`src/rtl/axi_rr_arbiter_nm.sv`:
```
// Round-robin address-channel arbiter for NUM_M masters with a grant locked until handshake.
// Optional urgent-request override is enabled by defining ARB_QOS_EN.
module axi_rr_arbiter_nm #(
  parameter  int NUM_M = 3,
  localparam int IDW   = $clog2(NUM_M)
) (
  input  logic             ACLK,
  input  logic             ARESETn,
  input  logic             HandShake,
  input  logic [NUM_M-1:0] VALID_NM,
`ifdef ARB_QOS_EN
  input  logic [NUM_M-1:0] URGENT_NM,
`endif
  output logic [NUM_M-1:0] grant_out,
  output logic [IDW-1:0]   grant_id,
  output logic             busy
);

  // state | meaning
  // IDLE  | arbitrating combinationally; a winner is granted in the same cycle
  // LOCK  | grant held in r_grant_q until HandShake, requests ignored
  typedef enum logic {IDLE = 1'b0, LOCK = 1'b1} state_t;

  localparam logic [IDW-1:0] LAST  = IDW'(NUM_M - 1);
  localparam logic [IDW:0]   NUM_W = (IDW + 1)'(NUM_M);

  state_t           r_state;
  logic [NUM_M-1:0] r_grant_q;
  logic [IDW-1:0]   r_ptr;

  logic [NUM_M-1:0] w_req;
  logic [NUM_M-1:0] w_rot;
  logic             w_any;
  logic [IDW-1:0]   w_off;
  logic [IDW:0]     w_sum;
  logic [IDW-1:0]   w_win_idx;
  logic [NUM_M-1:0] w_win_oh;
  logic [IDW-1:0]   w_lock_idx;

  function automatic logic [IDW-1:0] f_inc(input logic [IDW-1:0] i);
    return (i == LAST) ? '0 : i + 1'b1;
  endfunction

`ifdef ARB_QOS_EN
  // Urgent requesters, when present, are the only candidates for this round.
  always_comb begin
    w_req = VALID_NM;
    if ((VALID_NM & URGENT_NM) != '0)
      w_req = VALID_NM & URGENT_NM;
  end
`else
  assign w_req = VALID_NM;
`endif

  // Rotate so bit 0 is the pointer master, then take the lowest set bit.
  assign w_rot = NUM_M'({w_req, w_req} >> r_ptr);

  always_comb begin
    w_any = 1'b0;
    w_off = '0;
    for (int i = NUM_M - 1; i >= 0; i--) begin
      if (w_rot[i]) begin
        w_any = 1'b1;
        w_off = IDW'(i);
      end
    end
  end

  assign w_sum     = {1'b0, r_ptr} + {1'b0, w_off};
  assign w_win_idx = (w_sum >= NUM_W) ? IDW'(w_sum - NUM_W) : w_sum[IDW-1:0];
  assign w_win_oh  = {{(NUM_M-1){1'b0}}, 1'b1} << w_win_idx;

  always_comb begin
    w_lock_idx = '0;
    for (int i = 0; i < NUM_M; i++) begin
      if (r_grant_q[i])
        w_lock_idx = w_lock_idx | IDW'(i);
    end
  end

  always_ff @(posedge ACLK or negedge ARESETn) begin
    if (!ARESETn) begin
      r_state   <= IDLE;
      r_grant_q <= '0;
      r_ptr     <= '0;
    end else begin
      case (r_state)
        IDLE: begin
          if (w_any) begin
            if (HandShake) begin
              r_ptr <= f_inc(w_win_idx);
            end else begin
              r_grant_q <= w_win_oh;
              r_state   <= LOCK;
            end
          end
        end
        LOCK: begin
          if (HandShake) begin
            r_state   <= IDLE;
            r_ptr     <= f_inc(w_lock_idx);
            r_grant_q <= '0;
          end
        end
        default: r_state <= IDLE;
      endcase
    end
  end

  // Reset gates the outputs so requests never leak through while ARESETn is low.
  always_comb begin
    grant_out = '0;
    if (ARESETn) begin
      if (r_state == LOCK)
        grant_out = r_grant_q;
      else if (w_any)
        grant_out = w_win_oh;
    end
  end

  always_comb begin
    grant_id = '0;
    for (int i = 0; i < NUM_M; i++) begin
      if (grant_out[i])
        grant_id = grant_id | IDW'(i);
    end
  end

  assign busy = ARESETn && (r_state == LOCK);

  a_hs_without_req: assert property (@(posedge ACLK) disable iff (!ARESETn)
    !(r_state == IDLE && HandShake && VALID_NM == '0));
  a_grant_onehot: assert property (@(posedge ACLK) disable iff (!ARESETn)
    $onehot0(grant_out));
  a_ptr_range: assert property (@(posedge ACLK) disable iff (!ARESETn)
    r_ptr <= LAST);

endmodule

```
`config.mk`:
```
export PLATFORM = sky130hd
export DESIGN_NAME = axi_rr_arbiter_nm
export DESIGN_NICKNAME = d
export VERILOG_FILES = /design/src/rtl/axi_rr_arbiter_nm.sv
export SDC_FILE = /design/constraint.sdc
export NUM_CORES = 1
export LEC_CHECK = 0
export CORE_AREA = 8 8 53 55
export CTS_CLUSTER_SIZE = 28
export DETAILED_ROUTE_END_ITERATION = 8
export DIE_AREA = 0 0 61 63
export PLACE_DENSITY = 0.52
export SLEW_MARGIN = 20
export SYNTH_ARGS = -nofsm -noshare
export SYNTH_HDL_FRONTEND = slang
export SYNTH_SLANG_ARGS = --single-unit
```
`constraint.sdc`:
```
create_clock -name ACLK -period 11.65 [get_ports ACLK]
set_input_delay 2.33 -clock ACLK [delete_from_list [all_inputs] [get_ports ACLK]]
set_output_delay 2.33 -clock ACLK [all_outputs]
set_load 0.03 [all_outputs]
```
## After elaboration in Yosys (flattened, before gate mapping)

Index checks and enable logic that the tools add are counted.

- Multiplexer cells: 27
- Bitwise operators: 1
- Eq/ne operators: 6
- Add/subtract/negate cells: 4
- Reductions and logical operators: 3
- Magnitude comparators: 1
- Shift-type cells: 2

Operator list:

| cell | count |
|---|---|
| $mux 2 | 11 |
| $mux 3 | 6 |
| $ne 2x2->1 const B | 4 |
| $mux 1 | 7 |
| $pmux 3 s2 | 1 |
| $reduce_and 3->1 | 2 |
| $shr 6x2->3 | 1 |
| $add 2x1->2 const B | 2 |
| $eq 2x2->1 const B | 2 |
| $pmux 2 s2 | 1 |
| $add 2x2->3 | 1 |
| $ge 3x2->1 const B | 1 |
| $shl 1x2->3 const A | 1 |
| $pmux 1 s2 | 1 |
| $sub 2x2->2 const B | 1 |
| $logic_and 1x1->1 | 1 |
| $not 1->1 | 1 |

- Register bits after elaboration: 6
- Output and inout port bits: 6
- Input port bits: 6

## Longest topological paths before layout

Gate-level depths: netlist of run 1.

- Depth after elaboration: 13
- Gate-level depth with buffers: 13
- Mapped depth without buffers: 12

## Worst setup path after synthesis of run 1

No wires, ideal clock.

- Path type: input to output
- Start: in VALID_NM[1]
- End: out grant_out[1]
- Setup slack: 4,517 ps
- Stages on the path: 11
- Data required time: 9,320 ps
- Arrival: 4,803 ps
- Path buffers: 1
- Cells stage by stage: and2b_2 -> a221o_2 -> ha_1 -> inv_1 -> fa_1 -> inv_1 -> ha_1 -> or3_1 -> a21oi_1 -> a31o_2 -> buf_4

- Word-level cells in the longest chain between the ends: 11
- Elaborated cells on any way between the ends: 15
- Those cells by class: add/sub (2); order compare (1); shift (2); mux (10)

Ends and longest elaborated chain:

| element | line | source |
|---|---|---|
| start, declared | 10 | `input logic [NUM_M-1:0] VALID_NM,` |
| $shr 6x2->3 * | 56 | `assign w_rot = NUM_M'({w_req, w_req} >> r_ptr);` |
| $mux 2 (3 in series) | 62 | `if (w_rot[i]) begin` |
| $add 2x2->3 | 69 | `assign w_sum = {1'b0, r_ptr} + {1'b0, w_off};` |
| $ge 3x2->1 / $sub 2x2->2 (equally long branches) | 70 | `assign w_win_idx = (w_sum >= NUM_W) ? IDW'(w_sum - NUM_W) : w_sum[IDW-1:0];` |
| $mux 2 | 70 |  |
| $shl 1x2->3 | 71 | `assign w_win_oh = {{(NUM_M-1){1'b0}}, 1'b1} << w_win_idx;` |
| $mux 3 * | 116 | `else if (w_any)` |
| $mux 3 * | 114 | `if (r_state == LOCK)` |
| $mux 3 * | 113 | `if (ARESETn) begin` |
| end, declared | 14 | `output logic [NUM_M-1:0] grant_out,` |

Every way passes the cells marked *; elsewhere a longest branch is shown, timed or not.

## Worst setup path in the final report of run 1

- Start: in VALID_NM[1]
- End: out grant_id[0]

- Word-level cells in the longest chain between the ends: 13
- Elaborated cells on any way between the ends: 17
- Those cells by class: add/sub (2); order compare (1); shift (2); mux (12)

Ends and longest elaborated chain:

| element | line | source |
|---|---|---|
| $shr 6x2->3 * | 56 |  |
| $mux 2 (3 in series) | 62 |  |
| $add 2x2->3 | 69 |  |
| $ge 3x2->1 / $sub 2x2->2 (equally long branches) | 70 |  |
| $mux 2 | 70 |  |
| $shl 1x2->3 | 71 |  |
| $mux 3 * | 116 |  |
| $mux 3 * | 114 |  |
| $mux 3 * | 113 |  |
| $mux 1 * | 124 | `if (grant_out[i])` |
| $mux 2 * | 124 |  |
| end, declared | 15 | `output logic [IDW-1:0] grant_id,` |

Marks and branches as above.

==> results.yml, run 1 <==
status:
  status: "complete, no violations"
hold_path:
  hp-class: "reg2reg"
  holdPathStages: 1
  hp-start: "r_grant_q[0]"
  hold_end: "r_grant_q[0]"
timing:
  maxSlewViolCount: 0
  worst_pin_slew_ns: 0.412
  maxSlewHeadroom: 0.725
  worst_slack_ns: 3.45
  rsz0062_at_grt: "no"
  whs_ns: 0.498
  fin_skew_ns: 0.00350
  max_freq_mhz: 122
  final.setup.tns_ns: 0
  finalHoldViolations: 0
  finalSetupViolCount: 0
  period_share: 0.704
  period_needed_ns: 8.20
floorplanning:
  die_h_um: 63
  start_util: 0.271
  pin_count: 12
  core_area_mm2: 0.00206
  fp.dieW_um: 61
  fp-row-count: 17
  design.die.area_mm2: 0.00384
worst_setup_path:
  crit_required_ns: 9.32
  rr_worst_depth: 11
  endpoint_kind: "output pin"
  ff2ff_setup_slack_ns: 8.74
  rr_startpoint: "r_ptr[1]"
  r2r_end: "r_grant_q[1]"
  crit_path_start_kind: "input port"
  worstPathArrival_ns: 5.87
  critPathKind: "in2out"
  crit_fanout: 5
synth:
  yosysSeqAreaShare: 0.268
  synth_nets: 69
  postSynthAreaPerCell_um2: 9.32
  yosysUniqueCellTypes: 33
  yosys.area.top_type: "dfrtp_1"
  yosysWarnings: 0
  synthCells: 60
  synth_area_um2: 559
  synthTopCellsByArea: "dfrtp_1, ha_1, mux2_1"
  synth.top_cell.area_share: 0.268
  synth-seq-cells: 6
clocking:
  worstSkewPairLatency_ns: 0.24
  hold_buffers: 0
  cts_resized: 0
  root_buffer: "clkbuf_4"
  clock_sinks: 6
  clk_path_buf_depth: 2
  h-tree-depth: 1
  numCtsBuffers: 3
  cts_tree: "built"
  clk_pin_slew_worst_paths_ns: 0.04
  postCtsSetupBuffers: 0
final_layout:
  drive_gt1_frac: 0.157
  n_antenna_cell: 0
  fillCellCount: 222
  multi_input_area_um2: 359
  finalNetCount: 81
  area_delta_synth_final_pct: 24.4
  register_area_um2: 150
grt:
  grt_pass1_wl_um: 2030
  antenna_found_initial: 0
  grt_max_degree: 12
  gr-total-overflow: 0
  track_usage: 0.0674
  grt_pass1_vias: 458
routing:
  route.detailed.drc: 0
  vias: 453
  drt-wirelength-per-cell_um: 11.2
  firstDrtPassIters: 4
  final_antenna_net_count: 0
  totalWireLength_um: 1090
  vias_per_cell: 4.62
  drt_iter0_drc: 8
job:
  maxCapViolations: 0
placement:
  port-buffer-count: 11
  gp_congestion: 0.734
  post-dp-hpwl_um: 886
  dp_slack_ns: 3.44
power_and_ir_drop:
  power_density_mw_per_mm2: 271
  irDropWorstVdd_mv: 0.129
  leakage_nw: 0.294
==> cell type report <==
class / instances / area share
Clock buffer: 3 / 0.0324
Inverter: 5 / 0.0270
Multi-Input combinational cell: 45 / 0.516
Sequential cell: 6 / 0.216
Tap cell: 28 / 0.0504
Timing Repair Buffer: 11 / 0.158
==> per-stage QoR <==
| step | area (um^2) | utilization | std cells | total power [W] |
|---|---|---|---|---|
| 2_1_floorplan | 559 | - | 60 | 0.000139 |
| 3_3_place_gp | 673 | 0.326 | 95 | 0.000170 |
| 3_5_place_dp | 673 | 0.326 | 95 | 0.000170 |
| 4_1_cts | 696 | 0.337 | 98 | 0.000191 |
| 5_1_grt | 696 | 0.337 | 98 | 0.000209 |
| 6_report | 696 | 0.337 | 98 | 0.000189 |
==> cells in the mapped netlist (all sizes together) <==
| library cell | instances |
|---|---|
| a21oi | 2 |
| a221o | 1 |
| a31o | 1 |
| a32o | 1 |
| and2 | 1 |
| and2b | 1 |
| and3 | 1 |
| and3b | 2 |
| buf | 4 |
| dfrtp | 6 |
| fa | 1 |
| ha | 2 |
| inv | 5 |
| mux2 | 4 |
| nand2 | 3 |
| nand2b | 2 |
| nand3 | 3 |
| nand3b | 1 |
| nor2 | 5 |
| nor2b | 3 |
| nor3 | 1 |
| o2111a | 1 |
| o21a | 2 |
| o21ai | 2 |
| o22a | 2 |
| o2bb2ai | 1 |
| or3 | 2 |
==> sequential cells by signal, summed over array words and instances (netlist names) <==
register / flops
r_grant_q: 3
r_state: 1
r_ptr: 2
==> cell families (layout without fill, tap and decap cells) <==
family,count (synthesis),in the layout,synth area share
fa+ha+maj,3,3,0.0805
flops,6,6,0.268
compound gates,13,13,0.197
buf+inv,9,19,0.0895
simple gates,25,25,0.277
mux,4,4,0.0872
==> critical path, cell delays in order <==
cell	delay [ns]
clkdlybuf4s50_1	0.53
and2b_2	0.23
a221o_2	0.33
ha_1	0.18
inv_1	0.06
fa_1	0.45
inv_1	0.08
ha_1	0.22
or3_1	0.34
a21oi_1	0.25
a31o_2	0.21
clkdlybuf4s50_1	0.66
==> metal layers <==
| metal | global-route usage | share of wire | vias up | wire length (um) |
|---|---|---|---|---|
| met5 | 0 | 0 | - | 0 |
| met4 | 0.0175 | 0.0055 | 0 | 6 |
| met3 | 0.0350 | 0.081 | 2 | 89 |
| met2 | 0.0899 | 0.41 | 12 | 447 |
| met1 | 0.0908 | 0.50 | 206 | 549 |
| li1 | - | - | 233 | - |
==> placed cells by master, fill, tap and decap left out <==
cell type / count
a21oi_1: 2
a221o_2: 1
a31o_2: 1
a32o_1: 1
and2_1: 1
and2b_2: 1
and3_1: 1
and3b_1: 2
clkbuf_4: 3
clkdlybuf4s50_1: 11
dfrtp_1: 6
fa_1: 1
ha_1: 2
inv_1: 5
mux2_1: 2
mux2_2: 1
mux2_4: 1
nand2_1: 1
nand2_4: 2
nand2b_1: 2
nand3_1: 3
nand3b_1: 1
nor2_1: 5
nor2b_1: 3
nor3_1: 1
o2111a_1: 1
o21a_1: 1
o21a_4: 1
o21ai_0: 2
o22a_1: 2
o2bb2ai_1: 1
or3_1: 2
==> worst max-delay path by stage <==
| stage | slack [ns] | startpoint | depth (start not counted) | endpoint |
|---|---|---|---|---|
| 2_1_floorplan | 4.52 | VALID_NM[1] | 11 | grant_out[1] |
| 3_3_place_gp | 3.44 | VALID_NM[1] | 12 | grant_id[0] |
| 3_5_place_dp | 3.44 | VALID_NM[1] | 12 | grant_id[0] |
| 4_1_cts | 3.42 | VALID_NM[1] | 12 | grant_id[0] |
| 5_1_grt | 3.22 | VALID_NM[1] | 12 | grant_out[1] |
| 6_report | 3.45 | VALID_NM[1] | 12 | grant_id[0] |
==> power breakdown <==
group | total [W] | switching, W | internal [W]
clock network | 0.0000193 | 0.00000763 | 0.0000117
registers | 0.0000340 | 0.00000591 | 0.0000281
logic | 0.000135 | 0.0000701 | 0.0000652
Power figures use the tool's default switching activity.
==> run 2: changes to the inputs <==
Settings changed: PLACE_DENSITY 0.52 to 0.53.
Clock period 11.65 ns to 7.25 ns, I/O delays scaled along.
==> results.yml, run 2 (synthesized netlist as in run 1, its figures left out) <==
timing:
  worst_slack_ns: 0.761
  fin_skew_ns: 0.00182
  finalSetupViolCount: 0
  maxSlewViolCount: 0
  worst_pin_slew_ns: 0.410
  rsz0062_at_grt: "no"
  period_share: 0.895
  max_freq_mhz: 154
  period_needed_ns: 6.49
  finalHoldViolations: 0
  final.setup.tns_ns: 0
  maxSlewHeadroom: 0.726
clocking:
  hold_buffers: 0
  clk_pin_slew_worst_paths_ns: 0.04
  worstSkewPairLatency_ns: 0.24
  clk_path_buf_depth: 2
  postCtsSetupBuffers: 0
  clock_sinks: 6
  cts_tree: "built"
  root_buffer: "clkbuf_4"
  h-tree-depth: 1
  cts_resized: 0
  numCtsBuffers: 3
power_and_ir_drop:
  power_density_mw_per_mm2: 436
  fin_total_pwr_w: 0.000303
  leakage_nw: 0.294
  irDropWorstVdd_mv: 0.354
placement:
  post-dp-hpwl_um: 863
  dp_slack_ns: 0.753
  gp_congestion: 0.701
  post-place-cells: 95
  port-buffer-count: 11
routing:
  vias: 449
  drt_iter0_drc: 3
  route.detailed.drc: 0
  final_antenna_net_count: 0
  firstDrtPassIters: 4
  totalWireLength_um: 1110
  drt-wirelength-per-cell_um: 11.3
  vias_per_cell: 4.58
grt:
  track_usage: 0.0687
  antenna_found_initial: 0
  grt_max_degree: 12
  grt_pass1_vias: 483
  grt_pass1_wl_um: 2080
  gr-total-overflow: 0
final_layout:
  top_register: "r_grant_q"
  register_area_um2: 150
  n_antenna_cell: 0
  finalNetCount: 81
  largestRegisters: "r_grant_q (3), r_ptr (2), r_state (1)"
  final_cell_mix: "clkdlybuf4s50_1, dfrtp_1, nor2_1, inv_1"
  largest_reg_flops: 3
  finalNonFillerCells: 98
  area_delta_synth_final_pct: 24.4
  final_common_cell: "clkdlybuf4s50_1"
  finish.utilization: 0.337
  fillCellCount: 221
  multi_input_area_um2: 359
  drive_gt1_frac: 0.157
floorplanning:
  start_util: 0.271
  fp.dieW_um: 61
  pin_count: 12
  design.die.area_mm2: 0.00384
  fp-row-count: 17
  die_h_um: 63
  core_area_mm2: 0.00206
worst_setup_path:
  r2r_end: "r_grant_q[1]"
  worstPathArrival_ns: 5.04
  crit_path_end: "grant_id[0]"
  rr_worst_depth: 11
  crit_path_start_kind: "input port"
  cp-startpoint: "VALID_NM[1]"
  critPathKind: "in2out"
  crit_fanout: 5
  endpoint_kind: "output pin"
  crit_required_ns: 5.80
  rr_startpoint: "r_ptr[1]"
  ff2ff_setup_slack_ns: 4.32
status:
  status: "complete, no violations"
hold_path:
  hp-class: "reg2reg"
job:
  maxCapViolations: 0
## run 2: cell counts in the layout (fill, tap and decap cells not counted)
Identical to the previous run, type by type.
## run 2: worst max-delay path, stage by stage
cell and delay, ns:
clkdlybuf4s50_1 0.54, and2b_2 0.24, a221o_2 0.33, ha_1 0.18, inv_1 0.06, fa_1 0.45, inv_1 0.08, ha_1 0.22
or3_1 0.34, a21oi_1 0.27, a31o_2 0.21, clkdlybuf4s50_1 0.66
## run 2: per-layer routing
layer,part of all wire,track usage
met5,0,0
met4,0.0063,0.0175
met3,0.077,0.0370
met2,0.39,0.0952
met1,0.52,0.0889
## run 2: power by group
part	internal [W]	switching, W	leakage, nW
Sequential	0.0000452	0.00000932	0.0748
Combinational	0.000105	0.000113	0.205
Clock	0.0000187	0.0000123	0.0138
Total	0.000169	0.000135	0.294
## run 2: area by class of cell
type                    count  area share
clock buffers               3      0.0324
inverters                   5      0.0270
multi-input cells          45       0.516
flip-flops and latches      6       0.216
well taps                  28      0.0504
repair buffers             11       0.158
## run 2: worst min-delay path by stage
stage / startpoint / endpoint / slack (ns) / cells after the start
5_1_grt: r_grant_q[0] / r_grant_q[0] / 0.50 / 1
3_5_place_dp: r_grant_q[0] / r_grant_q[0] / 0.49 / 1
2_1_floorplan: r_grant_q[0] / r_grant_q[0] / 0.46 / 1
3_3_place_gp: r_grant_q[0] / r_grant_q[0] / 0.48 / 1
6_report: r_grant_q[0] / r_grant_q[0] / 0.49 / 1
4_1_cts: r_grant_q[0] / r_grant_q[0] / 0.50 / 1
## run 2: stage by stage
step | hold WS [ns] | cell area, um^2
after floorplan | 0.459 | 559
after global placement | 0.480 | 673
after detailed placement | 0.491 | 673
after CTS | 0.501 | 696
after global routing | 0.502 | 696
final | 0.490 | 696
==> run 3: changes to the inputs <==
Settings changed: CORE_AREA 8 8 53 55 to 8 8 46 48, DIE_AREA 0 0 61 63 to 0 0 54 56, PLACE_DENSITY 0.53 to 0.7.
==> results.yml, run 3 (synthesized netlist as in run 1, its figures left out) <==
worst_setup_path:
  worstPathArrival_ns: 4.99
  rr_startpoint: "r_ptr[0]"
  endpoint_kind: "output pin"
  r2r_end: "r_grant_q[1]"
  ff2ff_setup_slack_ns: 4.31
  rr_worst_depth: 11
  crit_required_ns: 5.80
  crit_path_start_kind: "input port"
  critPathKind: "in2out"
  crit_fanout: 5
clocking:
  hold_buffers: 0
  cts_resized: 0
  cts_tree: "built"
  numCtsBuffers: 3
  clk_pin_slew_worst_paths_ns: 0.04
  clk_path_buf_depth: 2
  h-tree-depth: 1
  root_buffer: "clkbuf_4"
  postCtsSetupBuffers: 0
  clock_sinks: 6
  worstSkewPairLatency_ns: 0.24
timing:
  finalSetupViolCount: 0
  rsz0062_at_grt: "no"
  max_freq_mhz: 155
  finalHoldViolations: 0
  maxSlewViolCount: 0
  period_share: 0.888
  worst_slack_ns: 0.813
  final.setup.tns_ns: 0
  maxSlewHeadroom: 0.728
  worst_pin_slew_ns: 0.406
  fin_skew_ns: 0.00518
  period_needed_ns: 6.44
placement:
  gp_congestion: 0.796
  post-place-cells: 83
  post-dp-hpwl_um: 903
  port-buffer-count: 11
  dp_slack_ns: 0.808
floorplanning:
  die_h_um: 56
  core_area_mm2: 0.00144
  pin_count: 12
  design.die.area_mm2: 0.00302
  start_util: 0.389
  fp.dieW_um: 54
  fp-row-count: 14
job:
  maxCapViolations: 0
routing:
  firstDrtPassIters: 3
  vias_per_cell: 5.20
  totalWireLength_um: 1130
  drt_iter0_drc: 3
  drt-wirelength-per-cell_um: 13.1
  route.detailed.drc: 0
  vias: 447
  final_antenna_net_count: 0
hold_path:
  hold_end: "r_grant_q[0]"
  hp-start: "r_grant_q[0]"
  hp-class: "reg2reg"
  holdPathStages: 1
power_and_ir_drop:
  leakage_nw: 0.294
  irDropWorstVdd_mv: 0.199
  power_density_mw_per_mm2: 447
final_layout:
  top_register: "r_grant_q"
  final_common_cell: "clkdlybuf4s50_1"
  finalNonFillerCells: 86
  final_cell_mix: "clkdlybuf4s50_1, dfrtp_1, nor2_1, inv_1"
  area_delta_synth_final_pct: 21.7
  finalNetCount: 81
  finish.utilization: 0.474
  largest_reg_flops: 3
  largestRegisters: "r_grant_q (3), r_ptr (2), r_state (1)"
  drive_gt1_frac: 0.157
  n_antenna_cell: 0
grt:
  grt_pass1_vias: 444
  antenna_found_initial: 0
  gr-total-overflow: 0
  grt_max_degree: 12
  grt_pass1_wl_um: 1890
  track_usage: 0.0807
status:
  status: "complete, no violations"
run 3: area by class of cell:
cell class                      count  area [um^2]
Sequential cell                     6          150
Fill cell                         152          756
Inverter                            5         18.8
Tap cell                           16         20.0
Multi-Input combinational cell     45          359
Timing Repair Buffer               11          110
Clock buffer                        3         22.5
run 3: per-stage QoR:
stage / hold slack (ns) / instance area (um^2) / power, W
after CTS: 0.499 / 681 / 0.000308
final: 0.493 / 681 / 0.000304
after detailed placement: 0.490 / 658 / 0.000276
after global routing: 0.502 / 681 / 0.000335
after global placement: 0.482 / 658 / 0.000270
after floorplan: 0.459 / 559 / 0.000224
run 3: worst max-delay path by stage:
| stage | startpoint | endpoint | slack (ns) | cells past startpoint |
|---|---|---|---|---|
| final | VALID_NM[1] | grant_id[0] | 0.81 | 12 |
| after global routing | VALID_NM[1] | grant_id[0] | 0.62 | 12 |
| after CTS | VALID_NM[1] | grant_out[1] | 0.79 | 12 |
| after detailed placement | VALID_NM[1] | grant_out[1] | 0.81 | 12 |
| after global placement | VALID_NM[1] | grant_id[0] | 0.85 | 12 |
| after floorplan | VALID_NM[1] | grant_out[1] | 1.88 | 11 |
run 3: where the power goes:
group / leakage (nW) / internal [W] / switching [W] / total, W
logic: 0.205 / 0.000105 / 0.000114 / 0.000219
clock network: 0.0138 / 0.0000187 / 0.0000117 / 0.0000305
registers: 0.0748 / 0.0000452 / 0.0000101 / 0.0000553
total: 0.294 / 0.000169 / 0.000136 / 0.000304
run 3: metal layers:
metal / track usage / routed length, um / up-vias
li1: - / - / 232
met1: 0.0877 / 520 / 206
met2: 0.129 / 550 / 7
met3: 0.0267 / 45 / 2
met4: 0.0458 / 13 / 0
met5: 0 / 0 / -
run 3: critical path, cell delays in order:
cell	delay (ns)
clkdlybuf4s50_1	0.54
and2b_2	0.23
a221o_2	0.34
ha_1	0.18
inv_1	0.06
fa_1	0.45
inv_1	0.08
ha_1	0.22
or3_1	0.34
a21oi_1	0.24
a31o_2	0.20
clkdlybuf4s50_1	0.66
